**src/rtl/vga_fetch_pkg.sv**
```systemverilog
// Shared video package: display timing constants, the fetch FSM state encoding and the
// layout of a pixel word as written to the pixel FIFO ({8'h00, R, G, B}).
package vga_fetch_pkg;

  // Active area and blanking for the 800x480 panel.
  localparam int unsigned HDisp  = 800;
  localparam int unsigned HFp    = 40;
  localparam int unsigned HSync  = 48;
  localparam int unsigned HBp    = 40;
  localparam int unsigned VDisp  = 480;
  localparam int unsigned VFp    = 13;
  localparam int unsigned VSync  = 3;
  localparam int unsigned VBp    = 29;

  // Pixel word field offsets; the top byte is padding and always zero in memory.
  localparam int unsigned PixBOfs   = 0;
  localparam int unsigned PixGOfs   = 8;
  localparam int unsigned PixROfs   = 16;
  localparam int unsigned PixPadOfs = 24;
  localparam int unsigned PixFieldW = 8;

  typedef enum logic [1:0] {
    StIdle,
    StRead,
    StDrain
  } fetch_state_e;

endpackage

```
**src/rtl/wshb_if.sv**
```systemverilog
// Wishbone classic bus bundle (32-bit data, byte address).
//   master modport: drives cyc/stb/we/sel/adr/dat_ms, receives dat_sm/ack.
//   slave modport : the mirror image.
interface wshb_if;
  logic        cyc;
  logic        stb;
  logic        we;
  logic [3:0]  sel;
  logic [31:0] adr;
  logic [31:0] dat_ms;
  logic [31:0] dat_sm;
  logic        ack;

  modport master (
    output cyc, stb, we, sel, adr, dat_ms,
    input  dat_sm, ack
  );

  modport slave (
    input  cyc, stb, we, sel, adr, dat_ms,
    output dat_sm, ack
  );
endinterface

```
**src/rtl/vga_fetch.sv**
```systemverilog
// Framebuffer fetch engine: reads pixels sequentially over Wishbone (one outstanding read)
// and pushes each returned word into the downstream pixel FIFO.
// Ports:
//   wshb_clk, wshb_rst   - clock, synchronous active-high reset
//   wshb_ifm             - Wishbone master (read-only)
//   restart              - one-cycle pulse: restart fetch at pixel (0,0)
//   fifo_walmost_full    - FIFO can take at most 2 more words; stop issuing reads
//   fifo_write/_wdata    - FIFO write strobe and pixel word, one cycle after each ack
//   frame_done           - pulses with the FIFO write of the last pixel of a frame
module vga_fetch
  import vga_fetch_pkg::*;
#(
  parameter int unsigned HDISP     = HDisp,
  parameter int unsigned VDISP     = VDisp,
  parameter logic [31:0] BASE_ADDR = 32'h0000_0000
) (
  input  logic        wshb_clk,
  input  logic        wshb_rst,
  wshb_if.master      wshb_ifm,
  input  logic        restart,
  input  logic        fifo_walmost_full,
  output logic        fifo_write,
  output logic [31:0] fifo_wdata,
  output logic        frame_done
);

  localparam int unsigned    NPix    = HDISP * VDISP;
  localparam int unsigned    IdxW    = (NPix > 1) ? $clog2(NPix) : 1;
  localparam logic [IdxW-1:0] IdxLast = IdxW'(NPix - 1);

  fetch_state_e    state_q, state_d;
  logic [IdxW-1:0] idx_q, idx_d, idx_inc;
  logic            init_q;
  logic            wr_q, wr_d;
  logic [31:0]     wdata_q, wdata_d;
  logic            done_q, done_d;
  logic            bus_active;

  assign idx_inc = (idx_q == IdxLast) ? '0 : idx_q + IdxW'(1);

  always_comb begin
    state_d = state_q;
    idx_d   = idx_q;
    wr_d    = 1'b0;
    wdata_d = wdata_q;
    done_d  = 1'b0;
    unique case (state_q)
      StIdle: begin
        // init_q holds off the first request for one extra cycle after reset.
        if (restart) begin
          idx_d = '0;
        end else if (init_q && !fifo_walmost_full) begin
          state_d = StRead;
        end
      end
      StRead: begin
        if (wshb_ifm.ack) begin
          if (restart) begin
            // Data of the aborted request is dropped, including the last pixel.
            idx_d   = '0;
            state_d = StIdle;
          end else begin
            wr_d    = 1'b1;
            wdata_d = wshb_ifm.dat_sm;
            done_d  = (idx_q == IdxLast);
            idx_d   = idx_inc;
            if (fifo_walmost_full) begin
              state_d = StIdle;
            end
          end
        end else if (restart) begin
          state_d = StDrain;
        end
      end
      StDrain: begin
        // Keep the cycle open until the slave answers, then discard the data.
        if (wshb_ifm.ack) begin
          idx_d   = '0;
          state_d = StIdle;
        end
      end
      default: state_d = StIdle;
    endcase
  end

  always_ff @(posedge wshb_clk) begin
    if (wshb_rst) begin
      state_q <= StIdle;
      idx_q   <= '0;
      init_q  <= 1'b0;
      wr_q    <= 1'b0;
      wdata_q <= '0;
      done_q  <= 1'b0;
    end else begin
      state_q <= state_d;
      idx_q   <= idx_d;
      init_q  <= 1'b1;
      wr_q    <= wr_d;
      wdata_q <= wdata_d;
      done_q  <= done_d;
    end
  end

  assign bus_active      = (state_q != StIdle);
  assign wshb_ifm.cyc    = bus_active;
  assign wshb_ifm.stb    = bus_active;
  assign wshb_ifm.we     = 1'b0;
  assign wshb_ifm.sel    = 4'hF;
  assign wshb_ifm.adr    = BASE_ADDR + (32'(idx_q) << 2);
  assign wshb_ifm.dat_ms = '0;

  assign fifo_write = wr_q;
  assign fifo_wdata = wdata_q;
  assign frame_done = done_q;

endmodule
```
**src/flat_wrapper.sv**
```systemverilog
// flat-port wrapper written by rule: the top's interface ports become plain ports
module vga_fetch_flat import vga_fetch_pkg::*;
#(
  parameter int unsigned HDISP     = HDisp,
  parameter int unsigned VDISP     = VDisp,
  parameter logic [31:0] BASE_ADDR = 32'h0000_0000
)
  (wshb_clk, wshb_rst, restart, fifo_walmost_full, fifo_write, fifo_wdata, frame_done, wshb_ifm_cyc, wshb_ifm_stb, wshb_ifm_we, wshb_ifm_sel, wshb_ifm_adr, wshb_ifm_dat_ms, wshb_ifm_dat_sm, wshb_ifm_ack);
  wshb_if wshb_ifm_i ();
  input  logic wshb_clk;
  input  logic wshb_rst;
  input  logic restart;
  input  logic fifo_walmost_full;
  output logic fifo_write;
  output logic [31:0] fifo_wdata;
  output logic frame_done;
  output wire logic [$bits(wshb_ifm_i.cyc)-1:0] wshb_ifm_cyc;
  output wire logic [$bits(wshb_ifm_i.stb)-1:0] wshb_ifm_stb;
  output wire logic [$bits(wshb_ifm_i.we)-1:0] wshb_ifm_we;
  output wire logic [$bits(wshb_ifm_i.sel)-1:0] wshb_ifm_sel;
  output wire logic [$bits(wshb_ifm_i.adr)-1:0] wshb_ifm_adr;
  output wire logic [$bits(wshb_ifm_i.dat_ms)-1:0] wshb_ifm_dat_ms;
  input wire logic [$bits(wshb_ifm_i.dat_sm)-1:0] wshb_ifm_dat_sm;
  input wire logic [$bits(wshb_ifm_i.ack)-1:0] wshb_ifm_ack;
  assign wshb_ifm_cyc = wshb_ifm_i.cyc;
  assign wshb_ifm_stb = wshb_ifm_i.stb;
  assign wshb_ifm_we = wshb_ifm_i.we;
  assign wshb_ifm_sel = wshb_ifm_i.sel;
  assign wshb_ifm_adr = wshb_ifm_i.adr;
  assign wshb_ifm_dat_ms = wshb_ifm_i.dat_ms;
  assign wshb_ifm_i.dat_sm = wshb_ifm_dat_sm;
  assign wshb_ifm_i.ack = wshb_ifm_ack;
  vga_fetch #(.HDISP(HDISP), .VDISP(VDISP), .BASE_ADDR(BASE_ADDR)) u_core (.wshb_clk(wshb_clk), .wshb_rst(wshb_rst), .wshb_ifm(wshb_ifm_i), .restart(restart), .fifo_walmost_full(fifo_walmost_full), .fifo_write(fifo_write), .fifo_wdata(fifo_wdata), .frame_done(frame_done));
endmodule
```
**config.mk**
```make
export PLATFORM = sky130hd
export DESIGN_NAME = vga_fetch_flat
export DESIGN_NICKNAME = d
export VERILOG_FILES = /design/src/rtl/vga_fetch_pkg.sv /design/src/rtl/wshb_if.sv /design/src/rtl/vga_fetch.sv /design/src/flat_wrapper.sv
export SDC_FILE = /design/constraint.sdc
export NUM_CORES = 1
export LEC_CHECK = 0
export BUFFER_PORTS_ARGS = -buffer_cell sky130_fd_sc_hd__buf_4
export CORE_UTILIZATION = 35
export DETAILED_ROUTE_END_ITERATION = 10
export HOLD_SLACK_MARGIN = 0.06
export PLACE_DENSITY = 0.74
export SLEW_MARGIN = 25
export SYNTH_ARGS = -nofsm -noshare
export SYNTH_HDL_FRONTEND = slang
export SYNTH_SLANG_ARGS = --single-unit
```
**constraint.sdc**
```tcl
create_clock -name wshb_clk -period 2.25 [get_ports wshb_clk]
set_input_delay 0.225 -clock wshb_clk [delete_from_list [all_inputs] [get_ports wshb_clk]]
set_output_delay 0.225 -clock wshb_clk [all_outputs]
set_load 0.01 [all_outputs]
```
Word level (Yosys, flattened, before mapping) --
Index checks and enable logic that the tools add are counted.
Word-level totals: flip-flop bits (word level) 56, output and inout bits 105
Operators by class: add/subtract/negate cells 1, equality and inequality tests 10, muxes and demuxes 16, bitwise gates (word level) 3, reductions and logical operators 10
Operators by type and width (number):
- $mux W19 | 5
- $pmux W19 S3 | 1
- $add A19 B1 Y19 const B | 1
- $eq A19 B19 Y1 const B | 1
- $mux W2 | 7
- $ne A2 B2 Y1 const B | 4
- $ne A3 B3 Y1 const B | 2
- $pmux W2 S3 | 1
- $reduce_and A5 Y1 | 1
- $reduce_and A4 Y1 | 1
- $reduce_or A4 Y1 | 1
- $not A1 Y1 | 3
- $reduce_and A3 Y1 | 1
- $reduce_bool A3 Y1 | 1
- $reduce_or A3 Y1 | 1
- $eq A2 B1 Y1 const B | 1
- $eq A2 B2 Y1 const B | 1
- $logic_not A2 Y1 | 1
- $mux W1 | 2
- $ne A2 B1 Y1 const B | 1
- $reduce_bool A2 Y1 | 1
- $logic_and A1 B1 Y1 | 1
- $logic_not A1 Y1 | 1

Longest topological paths before layout --
word-level depth 5, mapped depth 8, gate-level depth less buffers 7

Worst setup path after synthesis --
OpenSTA, ideal clock, no wires.
path type register -> register, from register u_core.idx_q[0], to register u_core.idx_q[18], arrival 1.701 ns, required time 2.123 ns, path slack 0.422 ns, stages on the path, launching flop included 7, buffers on the path 0, clock period less this slack 1.828 ns, cell sequence dfxtp_1 ha_1 nand3_1 or3_1 nor4_1 xnor2_1 nor2_1
On the way: longest elaborated chain between the ends 5, elaborated cells on any way between the ends 6, those cells by class add/sub: 1; eq/ne: 1; mux: 4
RTL lines:
- start, declared | line vga_fetch.sv:32 | logic [IdxW-1:0] idx_q, idx_d, idx_inc;
- start signal, assigned | line vga_fetch.sv:96 | idx_q <= idx_d;
- $add A19 B1 Y19 or $eq A19 B19 Y1 (tied branches) | line vga_fetch.sv:39 | assign idx_inc = (idx_q == IdxLast) ? '0 : idx_q + IdxW'(1);
- $mux W19 (*) | line vga_fetch.sv:39
- $mux W19 (*) | line vga_fetch.sv:58 | if (restart) begin
- $mux W19 (*) | line vga_fetch.sv:57 | if (wshb_ifm.ack) begin
- $pmux W19 S3 (*) | line vga_fetch.sv:47 | unique case (state_q)
Every way passes the cells marked *; elsewhere a longest branch is shown, timed or not. The select of a mux whose other input is x is not followed. A chain may end at the register's enable or synchronous reset.

Worst setup path after layout --
from register u_core.state_q[0], to register u_core.idx_q[11]
On the way: longest elaborated chain between the ends 3, elaborated cells on any way between the ends 9, those cells by class eq/ne: 5; mux: 1; reduce/logical: 3
RTL lines:
- start, declared | line vga_fetch.sv:31 | fetch_state_e state_q, state_d;
- start signal, assigned | line vga_fetch.sv:88 | state_q <= StIdle;
- start signal, assigned | line vga_fetch.sv:95 | state_q <= state_d;
- $eq A2 B2 Y1 (tied with other cells) | line vga_fetch.sv:47
- $ne A2 B2 Y1 (no line) or $reduce_bool A3 Y1 (tied branches)
- $reduce_and A4 Y1 (no line)
Parallel ways exist; a longest one is shown, timed or not.

==> out/results.txt <==
GR Util All Layers = 14.9%
CORE AREA = 7410 µm²
CTS tree = built
# hold bufs at CTS = 0
Crit path kind = flip-flop to flip-flop
Die height = 90.6 µm
Ports = 142
Startpoint of the worst hold path = wshb_ifm_dat_sm[30]
Fin crit period = 2.06 ns
Adder-cell share of the synthesized area = 2.27%
Clock transition at path regs = 0.10 ns
RSZ-0062 raised after global routing = false
Synth warn = 0
Antenna Nets Post-Route = 0
CP arrival = 2.24 ns
R2R Setup Slk = 0.19 ns
Status = finished clean
PwrDens = 640 nW/µm²
Router iterations before antenna repair = 4
Final worst-path setup slack = 0.190 ns
Mux cell area share after synthesis = 0.773%
Simple logic cell fraction of the synthesized area = 24.4%
Syn Inst Count = 348
Worst Max-Slew Pin Slew = 0.521 ns
Clock root cell = clkbuf_8
R2R cell count = 7
Total grt overflow = 0
Final wirelength = 6.05 mm
# port buffers = 91
Cts repair resizes = 0
Final estimated routing congestion in global placement = 0.856
Critical path fanouts, max = 10
Pin count of the biggest net entering global routing = 44
Syn avg cell area = 7.90 µm²
Post-Synth XOR/XNOR Area = 3.18%
CTS Buf Count = 5
Die W = 90.6 µm
Hold Path End = u_core.fifo_wdata[30]
Fraction of layout cells with a size suffix above 1 = 25.1%
Cell area after synthesis = 2750 µm²
Nets = 473
Worst clock skew = 0.0116 ns
Row cnt = 31
DP HPWL = 4.38 mm
Setup violators final = 0
Maxcap violations = 0
Leak Pwr = 1.48 nW
Final Hold Viols = 0
Crit-path cells = inv_1, ha_1, mux2_2, o21a_1, nor2_1, nor2_2, nor2_1
VDD IR max = 0.000260 V
Tcrit/Tclk final = 91.5%
Worst Setup Start Kind = flip-flop
Vias in the first global route = 2249
Die Area = 8220 µm²
First-pass GRT wire length = 10.2 mm
P&R area growth vs syn = 25.4%
Via density = 4.54
Starting DRT DRC Count = 88
Clock sink total = 56
Hold Slack = 0.160 ns
H-tree Lvls = 2
DRC violations left = 0
Largest family of logic cells by synthesized area = simple AND/OR/NAND/NOR gates
Reg2reg end = u_core.idx_q[11]
Post-synth cell types = 40
Vias = 2407
Ys async rst share = 0%
Slew HR = 65.1%
Worst path most repeated cell = nor2_1
Critical-path top delay cell = nor2_2
DR WL/cell = 11.4 µm
Diode count = 0
Crit path largest cell delay = 0.40 ns
Fmax = 485 MHz
Clock latency on the worst-skew pair = 0.31 ns
Post-synthesis compound-gate area fraction = 11.3%
Post-synth EDFFs = 0
Initial antenna violation count = 0
Pre-CTS setup slack = 0.224 ns
Setup TNS Final = 0 ns
WHS Path Cells = 3
Hold Path Class = primary input to flip-flop
Max Slew Vio Count = 0
Fillers = 740
Clk buf depth = 2
Worst r2r src = u_core.state_q[0]
Synthesized flop and latch total = 56
Critical path required time = 2.43 ns
Post-CTS Setup Inserts = 0
Seq/Total Area, Yosys = 40.8%
Post-synth top flop = dfxtp_1
Starting density of the core = 37.1%
Crit path capture type = flip-flop
## final cells by class
class | count | area, µm² | area share (%)
clock buffers | 5 | 68.8 | 2.00
clock inverters | 2 | 60.1 | 1.74
multi-input cells | 267 | 1340 | 38.9
well taps | 99 | 124 | 3.59
flip-flops and latches | 56 | 1120 | 32.5
inverters | 7 | 26.3 | 0.762
repair buffers | 94 | 706 | 20.5
## power by group
part | internal (mW) | switching [mW]
logic | 0.156 | 0.249
clock network | 0.438 | 0.323
registers | 1.02 | 0.0186
## cell usage after synthesis, types with 2 or more instances
cell      instances  area, µm²
ha_1              5       62.6
and3_1            2       12.5
xnor2_1           4       35.0
or3_1             2       12.5
nor2b_1           3       18.8
inv_1             7       26.3
o21ai_0           5       25.0
nand4_1          11       68.8
xor2_1            6       52.6
nor2_1           21       78.8
nand3_1           8       40.0
a21oi_1          38        190
nand2_1          78        293
nor3_1            5       25.0
and2_1            2       12.5
nor4_1            5       31.3
clkbuf_1         14       52.6
o21a_1            4       30.0
dfxtp_1          56       1120
buf_4            51        383
conb_1            2       7.51
## worst max path at each step
stage / from / to / slack [ns]
6_report: u_core.state_q[0] / u_core.idx_q[11] / 0.19
5_1_grt: u_core.state_q[0] / u_core.idx_q[11] / 0.05
3_5_place_dp: u_core.state_q[0] / u_core.idx_q[11] / 0.22
4_1_cts: u_core.state_q[0] / u_core.idx_q[11] / 0.22
3_3_place_gp: u_core.state_q[0] / u_core.idx_q[12] / 0.35
2_1_floorplan: u_core.idx_q[0] / u_core.idx_q[18] / 0.42
## layer usage
layer  GRT usage, %  share of wire [%]  vias up
met4           4.30               0.55        0
met1           17.0                 43     1076
li1               -                  -     1219
met3           4.21                7.7        2
met5              0                  0        -
met2           26.8                 49      110
## flip-flops by register name, summed over array words and instances, names as in the netlist
signal,cells
u_core.init_q,1
u_core.idx_q,19
u_core.fifo_wdata,32
u_core.frame_done,1
u_core.fifo_write,1
u_core.state_q,2
## through the flow
step	utilization [%]	area [µm²]	cells	power, mW
floorplan	-	2930	396	1.38
global placement	44.8	3320	523	1.46
detailed placement	44.8	3320	523	1.47
CTS	46.5	3450	530	2.25
global route	46.5	3450	530	2.32
finish	46.5	3450	530	2.21
## kinds of logic (layout without fill, tap and decap cells)
| kind of cell | Yosys count | count (layout) |
|---|---|---|
| other | 2 | 50 |
| flip-flops | 56 | 56 |
| adder cells (fa/ha/maj) | 5 | 5 |
| AND/OR/NAND/NOR | 145 | 145 |
| AO/OA/AOI/OAI | 55 | 55 |
| buffers and inverters | 73 | 108 |
| multiplexers | 2 | 2 |
| XOR/XNOR | 10 | 10 |
## layout by cell type, fill, tap and decap left out, types with 3 or more instances in the layout
cell      Yosys  final
nor3_1        5      5
o21a_1        4      4
inv_1         7      7
xor2_1        6      6
nand3_1       8      8
nor2_1       21     21
nand4_1      11     11
xnor2_1       4      4
nor2b_1       3      3
o21ai_0       5      5
nor4_1        5      5
clkbuf_8      0      5
buf_4        51     94
a21oi_1      38     38
dfxtp_1      56     56
conb_1        2     50
nand2_1      78     78
ha_1          5      5
## critical path, delay by kind of cell, from the launching register on
family	cells	cell delay [ns]
buffers and inverters	1	0.09
AO/OA/AOI/OAI	1	0.35
adder cells (fa/ha/maj)	1	0.23
flip-flops	1	0.37
AND/OR/NAND/NOR	3	0.66
multiplexers	1	0.24
(Power assumes the default switching activity.)
